### src/rtl/cp0_if.sv
// Core <-> CP0 signal bundle: COP0 access, exception sources, and redirect/readback outputs.
interface cp0_if;
  logic        IsCOP0;
  logic        Mtc0;
  logic        IsEret;
  logic [4:0]  RegAddr;
  logic [31:0] WriteData;
  logic [31:0] PresentPC;
  logic        SyscallReq;
  logic        OverflowReq;
  logic [5:0]  ext_int;
  logic        HasExp;
  logic [31:0] EPC;
  logic [31:0] ReadData;
  logic [31:0] Status;
  logic [31:0] Cause;

  modport master (
    output IsCOP0, Mtc0, IsEret, RegAddr, WriteData, PresentPC,
           SyscallReq, OverflowReq, ext_int,
    input  HasExp, EPC, ReadData, Status, Cause
  );

  modport slave (
    input  IsCOP0, Mtc0, IsEret, RegAddr, WriteData, PresentPC,
           SyscallReq, OverflowReq, ext_int,
    output HasExp, EPC, ReadData, Status, Cause
  );
endinterface

### src/rtl/cp0_exception_unit.sv
// Coprocessor-0 for the single-cycle MIPS core: Status/Cause/EPC/PRId, exception entry and ERET.
// Optional Count/Compare timer enabled by defining CP0_COUNT_COMPARE_EN.
module cp0_exception_unit #(
  parameter int unsigned SYNC_STAGES  = 2,
  parameter logic [31:0] PRID_VALUE   = 32'h0001_8000,
  parameter logic [31:0] STATUS_RESET = 32'h0000_FC01
) (
  input  logic  clk,
  input  logic  rst,
  cp0_if.slave  bus
);

  localparam logic [31:0] STATUS_WMASK = 32'h0000_FF03;

  typedef enum logic [4:0] {
    EXC_INT = 5'd0,
    EXC_SYS = 5'd8,
    EXC_OV  = 5'd12
  } exc_code_e;

  logic [31:0] status_q, status_d;
  logic [31:0] cause_q,  cause_d;
  logic [31:0] epc_q,    epc_d;
  logic [5:0]  sync_q [SYNC_STAGES];
  logic [5:0]  ext_sync;
  logic [5:0]  ip_next;
  logic        ti;
  logic        int_pend;
  logic        has_exp;
  logic        cop_wr;
  logic        cop_eret;
  exc_code_e   exc_code;
  logic        unused_pc_bits;

  assign unused_pc_bits = ^bus.PresentPC[1:0];

  // Level-sensitive lines are only ever sampled; Cause.IP simply tracks the last stage.
  always_ff @(posedge clk or posedge rst) begin
    if (rst) begin
      for (int unsigned i = 0; i < SYNC_STAGES; i++) sync_q[i] <= '0;
    end else begin
      sync_q[0] <= bus.ext_int;
      for (int unsigned i = 1; i < SYNC_STAGES; i++) sync_q[i] <= sync_q[i-1];
    end
  end

  assign ext_sync = sync_q[SYNC_STAGES-1];

`ifdef CP0_COUNT_COMPARE_EN
  logic [31:0] count_q;
  logic [31:0] compare_q;
  logic        ti_q;
  logic        armed_q;

  // armed_q keeps the 0==0 reset state from raising TI before the first increment.
  always_ff @(posedge clk or posedge rst) begin
    if (rst) begin
      count_q   <= '0;
      compare_q <= '0;
      ti_q      <= 1'b0;
      armed_q   <= 1'b0;
    end else begin
      armed_q <= 1'b1;
      if (cop_wr && bus.RegAddr == 5'd9) count_q <= bus.WriteData;
      else                               count_q <= count_q + 32'd1;
      if (cop_wr && bus.RegAddr == 5'd11) begin
        compare_q <= bus.WriteData;
        ti_q      <= 1'b0;
      end else if (armed_q && count_q == compare_q) begin
        ti_q <= 1'b1;
      end
    end
  end

  assign ti = ti_q;
`else
  assign ti = 1'b0;
`endif

  assign ip_next = ext_sync | {ti, 5'b0};

  assign int_pend = status_q[0] & ~status_q[1] & (|(cause_q[15:8] & status_q[15:8]));
  assign has_exp  = int_pend | (~status_q[1] & (bus.SyscallReq | bus.OverflowReq));
  assign cop_wr   = bus.IsCOP0 & bus.Mtc0   & ~has_exp;
  assign cop_eret = bus.IsCOP0 & bus.IsEret & ~has_exp;

  always_comb begin
    if (int_pend)             exc_code = EXC_INT;
    else if (bus.OverflowReq) exc_code = EXC_OV;
    else                      exc_code = EXC_SYS;
  end

  always_comb begin
    status_d        = status_q;
    cause_d         = cause_q;
    epc_d           = epc_q;
    cause_d[15:10]  = ip_next;
    if (has_exp) begin
      epc_d         = {bus.PresentPC[31:2], 2'b00};
      status_d[1]   = 1'b1;
      cause_d[6:2]  = exc_code;
    end else begin
      if (cop_wr) begin
        case (bus.RegAddr)
          5'd12:   status_d     = bus.WriteData & STATUS_WMASK;
          5'd13:   cause_d[9:8] = bus.WriteData[9:8];
          5'd14:   epc_d        = {bus.WriteData[31:2], 2'b00};
          default: ;
        endcase
      end
      if (cop_eret) status_d[1] = 1'b0;
    end
  end

  always_ff @(posedge clk or posedge rst) begin
    if (rst) begin
      status_q <= STATUS_RESET;
      cause_q  <= '0;
      epc_q    <= '0;
    end else begin
      status_q <= status_d;
      cause_q  <= cause_d;
      epc_q    <= epc_d;
    end
  end

  always_comb begin
    case (bus.RegAddr)
      5'd12:   bus.ReadData = status_q;
      5'd13:   bus.ReadData = cause_q;
      5'd14:   bus.ReadData = epc_q;
      5'd15:   bus.ReadData = PRID_VALUE;
`ifdef CP0_COUNT_COMPARE_EN
      5'd9:    bus.ReadData = count_q;
      5'd11:   bus.ReadData = compare_q;
`endif
      default: bus.ReadData = '0;
    endcase
  end

  assign bus.HasExp = has_exp;
  assign bus.EPC    = epc_q;
  assign bus.Status = status_q;
  assign bus.Cause  = cause_q;

endmodule

### src/flat_wrapper.sv
// flat-port wrapper written by rule: the top's interface ports become plain ports
module cp0_exception_unit_flat 
#(
  parameter int unsigned SYNC_STAGES  = 2,
  parameter logic [31:0] PRID_VALUE   = 32'h0001_8000,
  parameter logic [31:0] STATUS_RESET = 32'h0000_FC01
)
  (clk, rst, bus_IsCOP0, bus_Mtc0, bus_IsEret, bus_RegAddr, bus_WriteData, bus_PresentPC, bus_SyscallReq, bus_OverflowReq, bus_ext_int, bus_HasExp, bus_EPC, bus_ReadData, bus_Status, bus_Cause);
  cp0_if bus_i ();
  input  logic clk;
  input  logic rst;
  input wire logic [$bits(bus_i.IsCOP0)-1:0] bus_IsCOP0;
  input wire logic [$bits(bus_i.Mtc0)-1:0] bus_Mtc0;
  input wire logic [$bits(bus_i.IsEret)-1:0] bus_IsEret;
  input wire logic [$bits(bus_i.RegAddr)-1:0] bus_RegAddr;
  input wire logic [$bits(bus_i.WriteData)-1:0] bus_WriteData;
  input wire logic [$bits(bus_i.PresentPC)-1:0] bus_PresentPC;
  input wire logic [$bits(bus_i.SyscallReq)-1:0] bus_SyscallReq;
  input wire logic [$bits(bus_i.OverflowReq)-1:0] bus_OverflowReq;
  input wire logic [$bits(bus_i.ext_int)-1:0] bus_ext_int;
  output wire logic [$bits(bus_i.HasExp)-1:0] bus_HasExp;
  output wire logic [$bits(bus_i.EPC)-1:0] bus_EPC;
  output wire logic [$bits(bus_i.ReadData)-1:0] bus_ReadData;
  output wire logic [$bits(bus_i.Status)-1:0] bus_Status;
  output wire logic [$bits(bus_i.Cause)-1:0] bus_Cause;
  assign bus_i.IsCOP0 = bus_IsCOP0;
  assign bus_i.Mtc0 = bus_Mtc0;
  assign bus_i.IsEret = bus_IsEret;
  assign bus_i.RegAddr = bus_RegAddr;
  assign bus_i.WriteData = bus_WriteData;
  assign bus_i.PresentPC = bus_PresentPC;
  assign bus_i.SyscallReq = bus_SyscallReq;
  assign bus_i.OverflowReq = bus_OverflowReq;
  assign bus_i.ext_int = bus_ext_int;
  assign bus_HasExp = bus_i.HasExp;
  assign bus_EPC = bus_i.EPC;
  assign bus_ReadData = bus_i.ReadData;
  assign bus_Status = bus_i.Status;
  assign bus_Cause = bus_i.Cause;
  cp0_exception_unit #(.SYNC_STAGES(SYNC_STAGES), .PRID_VALUE(PRID_VALUE), .STATUS_RESET(STATUS_RESET)) u_core (.clk(clk), .rst(rst), .bus(bus_i));
endmodule
### config.mk
export PLATFORM = sky130hd
export DESIGN_NAME = cp0_exception_unit_flat
export DESIGN_NICKNAME = d
export VERILOG_FILES = /design/src/rtl/cp0_if.sv /design/src/rtl/cp0_exception_unit.sv /design/src/flat_wrapper.sv
export SDC_FILE = /design/constraint.sdc
export NUM_CORES = 1
export LEC_CHECK = 0
export ABC_AREA = 1
export CORE_MARGIN = 2
export CORE_UTILIZATION = 33
export DETAILED_ROUTE_END_ITERATION = 8
export PLACE_DENSITY = 0.87
export SLEW_MARGIN = 15
export SYNTH_ARGS = -nofsm -noshare
export SYNTH_HDL_FRONTEND = slang
export SYNTH_SLANG_ARGS = --single-unit
### constraint.sdc
create_clock -name clk -period 1.7 [get_ports clk]
set_clock_uncertainty 0.15 [all_clocks]
set_input_delay 0.17 -clock clk [delete_from_list [all_inputs] [get_ports clk]]
set_output_delay 0.17 -clock clk [all_outputs]
set_load 0.05 [all_outputs]
After elaboration in Yosys (flattened, before gate mapping)
Index checks and enable logic that the tools add are counted.

Eq/ne operators: 4. Muxes and demuxes: 10. Bitwise logic cells: 12. Reductions and logical operators: 9.

Operators by type and width (number): one-hot mux 32 bit (4 select lines) (1); 2-to-1 mux 32 bit (3); == test 5 x 4 -> 1 bit (second input constant) (4); bitwise AND 8 bit (1); OR reduction 8 bit (1); bitwise AND 1 bit (7); AND reduction 3 bit (2); nonzero test 3 bit (2); 2-to-1 mux 5 bit (1); 2-to-1 mux 2 bit (2); AND reduction 2 bit (2); nonzero test 2 bit (2); 2-to-1 mux 3 bit (1); 2-to-1 mux 1 bit (2); inverter 1 bit (2); bitwise OR 1 bit (2).

Register bits: 67. Input port bits: 82. Logic and storage cells: 43.

Depth between registers and ports, before layout
Word-level depth: 9. Depth in mapped cells: 10. Gate-level depth less buffers: 10.

Least setup slack after synthesis
No wires, ideal clock.

Kind: register to output. Start: register u_core.cause_q[5], in the netlist u_core.bus.Cause[5]. End: output bus_ReadData[5]. Data arrival time: 1.829 ns. Required time: 1.380 ns. Setup slack: -0.449 ns. Stages on the path, launching flop included: 3. Buffers on the path: 0. Cell sequence: dfrtp_1 -> inv_1 -> o21ai_0.

Cells in the longest elaborated chain, start to end: 1.

RTL lines: start, declared (line cp0_exception_unit.sv:22) `logic [31:0] cause_q, cause_d;`; start signal, assigned (line cp0_exception_unit.sv:122) `cause_q <= cause_d;`; one-hot mux 32 bit (4 select lines) (line cp0_exception_unit.sv:128) `case (bus.RegAddr)`; end, declared (line flat_wrapper.sv:23) `output wire logic [$bits(bus_i.ReadData)-1:0] bus_ReadData;`.

Every way passes these cells.

Worst setup path after layout
Start: register u_core.cause_q[12], in the netlist u_core.bus.Cause[12]. End: register u_core.status_q[9], in the netlist u_core.bus.Status[9].

Cells in the longest elaborated chain, start to end: 7.

RTL lines: bitwise AND 8 bit * (line cp0_exception_unit.sv:82) `assign int_pend = status_q[0] & ~status_q[1] & (|(cause_q[15:8] & status_q[15:8]));`; OR reduction 8 bit * (line cp0_exception_unit.sv:82); bitwise AND 1 bit * (line cp0_exception_unit.sv:82); bitwise OR 1 bit * (line cp0_exception_unit.sv:83) `assign has_exp = int_pend | (~status_q[1] & (bus.SyscallReq | bus.OverflowReq));`; inverter 1 bit (no source line) *; bitwise AND 1 bit (line cp0_exception_unit.sv:84) `assign cop_wr = bus.IsCOP0 & bus.Mtc0 & ~has_exp;`; AND reduction 3 bit (no source line) *; end signal, assigned (line cp0_exception_unit.sv:121) `status_q <= status_d;`; end, declared (line cp0_exception_unit.sv:21) `logic [31:0] status_q, status_d;`.

Mark *: on every way between the ends. The rest lies on a longest branch, timed or not. A chain may end at the register's enable or synchronous reset.

==> results.md <==
### Flow run
• 0 — number of max-cap violations

### Synthesis
• 0% — Adder-Cell Fraction of Synth Area
• 33.3% — simple-gate share of the synthesized area
• 416 — number of instances in the synthesized netlist
• 0% — mux cell area share after synthesis
• 0 — number of synthesis warnings
• 0% — share of the synthesized netlist area taken by xor and xnor gates
• dfrtp_1 — biggest area consumer among synthesized cells
• dfrtp_1 42%, nand2_1 15%, nand3_1 12% — synth top area cells
• simple AND/OR/NAND/NOR gates — main combinational cell family by area after synthesis
• 42.1% — share of the synthesized area in the top cell type
• 62 — number of flip-flops and latches in the synthesized netlist
• 23 — Distinct cells, synth
• 1.15% — synthesized-area fraction occupied by ao, oa, aoi and oai cells
• 47.8% — Seq/Total Area, Yosys
• 7.85 sq um — mean instance size in the synthesized netlist
• 0.00327 sq mm — post-synth design cell area

### Clocking
• 0.34 ns — clock insertion delay at the later pin of the skew report
• 2 — clock buffer depth
• 62 — total clock sinks
• 3 — H-tree depth reported by CTS
• clkbuf_8 — cell at the root of the clock tree
• 0.07 ns — clock input transition at the sequential cells of the worst setup and hold paths
• yes — clock tree from TritonCTS
• 9 — TritonCTS buffer count

### Floorplanning
• 211 — Top-Level Pins
• 0.0107 sq mm — full die area
• 103 microns — die height
• 36 — number of standard-cell rows in the floorplan
• 33.7% — Initial Utilization
• 0.00968 sq mm — core area
• 103 microns — die width

### Timing
• 0 — final number of hold-violating endpoints
• 1.94 ns — time the final worst path needs with I/O delays and setup
• -0.243 ns — final worst-path setup slack
• 0 — pins over their slew limit
• yes — unrepaired setup endpoints after global routing
• 0.515 GHz — highest clock rate
• -8.85 ns — Fin Setup TNS
• 47 — final setup violation count
• 114% — final clock period utilization by the worst path
• 55.0% — relative slew slack
• 0.674 ns — slew at the pin with the worst max-slew slack

### Drt
• 17.3 microns — routed length per placed instance
• 3,727 — via count
• 0 — DRC violation count after routing
• 13,600 microns — routed wire length
• 168 — initial drt markers
• 4.75 — number of vias per cell
• 0 — post-detailed-route count of antenna-violating nets
• 5 — first drt pass iteration count

### Placed design
• 162 — I/O Buffers
• -0.294 ns — post-place setup slack
• 8370 microns — DPL Wire Length
• 0.870 — Placer Congestion
• 0.00542 sq mm — Post-DP Area

### Critical path
• 1.83 ns — worst endpoint required time
• 12 — number of cells traversed by the worst register-to-register path
• 2.07 ns — crit path DAT
• flop — Worst setup EP type
• nand2_2, nand2_2, nor2_4, nand2_4, nand2_4, nand2_8, buf_12, buf_12, nor2_4, buf_6, nand3_2, nand2_1 — cells along the critical path
• 3 — Worst Path Buf+Inv
• dfrtp_1 — Critical Path Slowest Stage Cell
• simple AND/OR/NAND/NOR gates — cell family with the largest share of critical-path delay
• 12 — count of cell instances traversed by the critical path
• flop — Startpoint Class
• 6 — Max FO, Critical Path
• reg2reg — classification of the worst setup path
• 0.40 ns — Max stage delay on crit path

### Status
• negative setup slack — violated checks
• finished with violations — run status

### GRT
• 0 — antenna violations before repair
• 0 — final global-route overflow total
• 3,523 — number of global-route vias before repair
• 22.1% — GRT Overall Usage
• 36 — maximum number of pins on one net before global-route repair
• 17,800 microns — global-route wire length before repair

### Power and ir drop
• 9.28 mW — power consumption
• 1390 mW/mm^2 — total power divided by cell area
• 0.000688 V — maximum vdd drop
• 3.23 nW — total leakage power

### Finish
• 0 — number of diodes
• 114 x nand2_1, 90 x buf_4, 74 x clkdlybuf4s50_1 — top library cells by usage in the layout, fill and taps aside
• 0.00668 sq mm — final design instance area without fill
• 104% — growth of design area from synthesis to finish
• 69.0% — post-layout utilization of the core
• 46.5% — fraction of final layout cells with drive strength greater than 1
• nand2_1 — most common cell after layout, fill and taps aside
• 728 — post-layout net count

### Hold path
• in2async — worst hold path class

-- synthesized netlist by cell type, drive strengths merged --
master	number
nor2	32
nand3	79
nand2	137
inv	31
clkbuf	2
buf	62
nand4	3
dfrtp	55
dfstp	7
o21ai	4
a31oi	1
a22oi	1
clkinv	1
conb	1
-- report_power, final --
group          internal [mW]  leakage, nW  switching (mW)
Sequential              1.94        0.738           0.414
Combinational           2.12         2.39            3.52
Clock                  0.714       0.0964           0.583
-- sequential cells by signal, indices dropped and copies added (netlist names) --
| name | count |
|---|---|
| u_core.sync_q | 6 |
| u_core.bus.Cause | 10 |
| u_core.bus.EPC | 30 |
| u_core.bus.Status | 10 |
| u_core.ext_sync | 6 |
-- final timing paths --
kind	end	slack, ns	startpoint
hold reg to reg	u_core.ext_sync[2]	0.20	u_core.sync_q[8]
min in group clk	u_core.sync_q[10]	0.11	bus_ext_int[4]
setup reg to reg	u_core.bus.Status[9]	-0.24	u_core.bus.Cause[12]
setup / recovery	u_core.bus.Status[9]	-0.24	u_core.bus.Cause[12]
max in group asynchronous	u_core.bus.EPC[18]	0.98	rst
hold / removal	u_core.bus.Cause[12]	0.08	rst
-- what timing repair did --
action / CTS / global route
endpoints found under the setup margin: 74 / 62
buffers inserted: 19 / 9
gates cloned: 5 / 6
pin swaps: 20 / 52
hold buffers: 0 / 0
gates resized for setup: 63 / 102
-- logic make-up after synthesis --
group                  count (synthesis)
AND/OR/NAND/NOR                      251
AO/OA/AOI/OAI                          6
flip-flops                            62
other                                  1
buffers and inverters                 96
-- metrics by stage --
step	std cells	hold slack, ns
floorplan	461	0.0514
global placement	733	0.181
detailed placement	733	0.186
CTS	772	0.0753
global route	784	0.0819
finish	784	0.0774
-- tightest hold or removal path: stages --
cell and delay, ns:
clkdlybuf4s50_1 0.44, clkinvlp_4 0.11, buf_12 0.21
-- layout make-up --
type / count / area, sq um
clock buffer: 12 / 145
clock inverter: 4 / 47.5
fill: 712 / 3010
inverter: 32 / 145
multi-input combinational: 305 / 1880
sequential: 62 / 1560
tap: 133 / 166
timing repair buffer: 235 / 2720
timing repair inverter: 1 / 6.26
-- metal layers --
layer	vias up	share of wire (%)	global-route usage (%)
met2	183	55	39.1
met3	27	6.1	3.56
li1	1685	-	-
met5	-	0	0
met4	0	1.9	9.92
met1	1832	37	26.2
(Power assumes the default switching activity.)
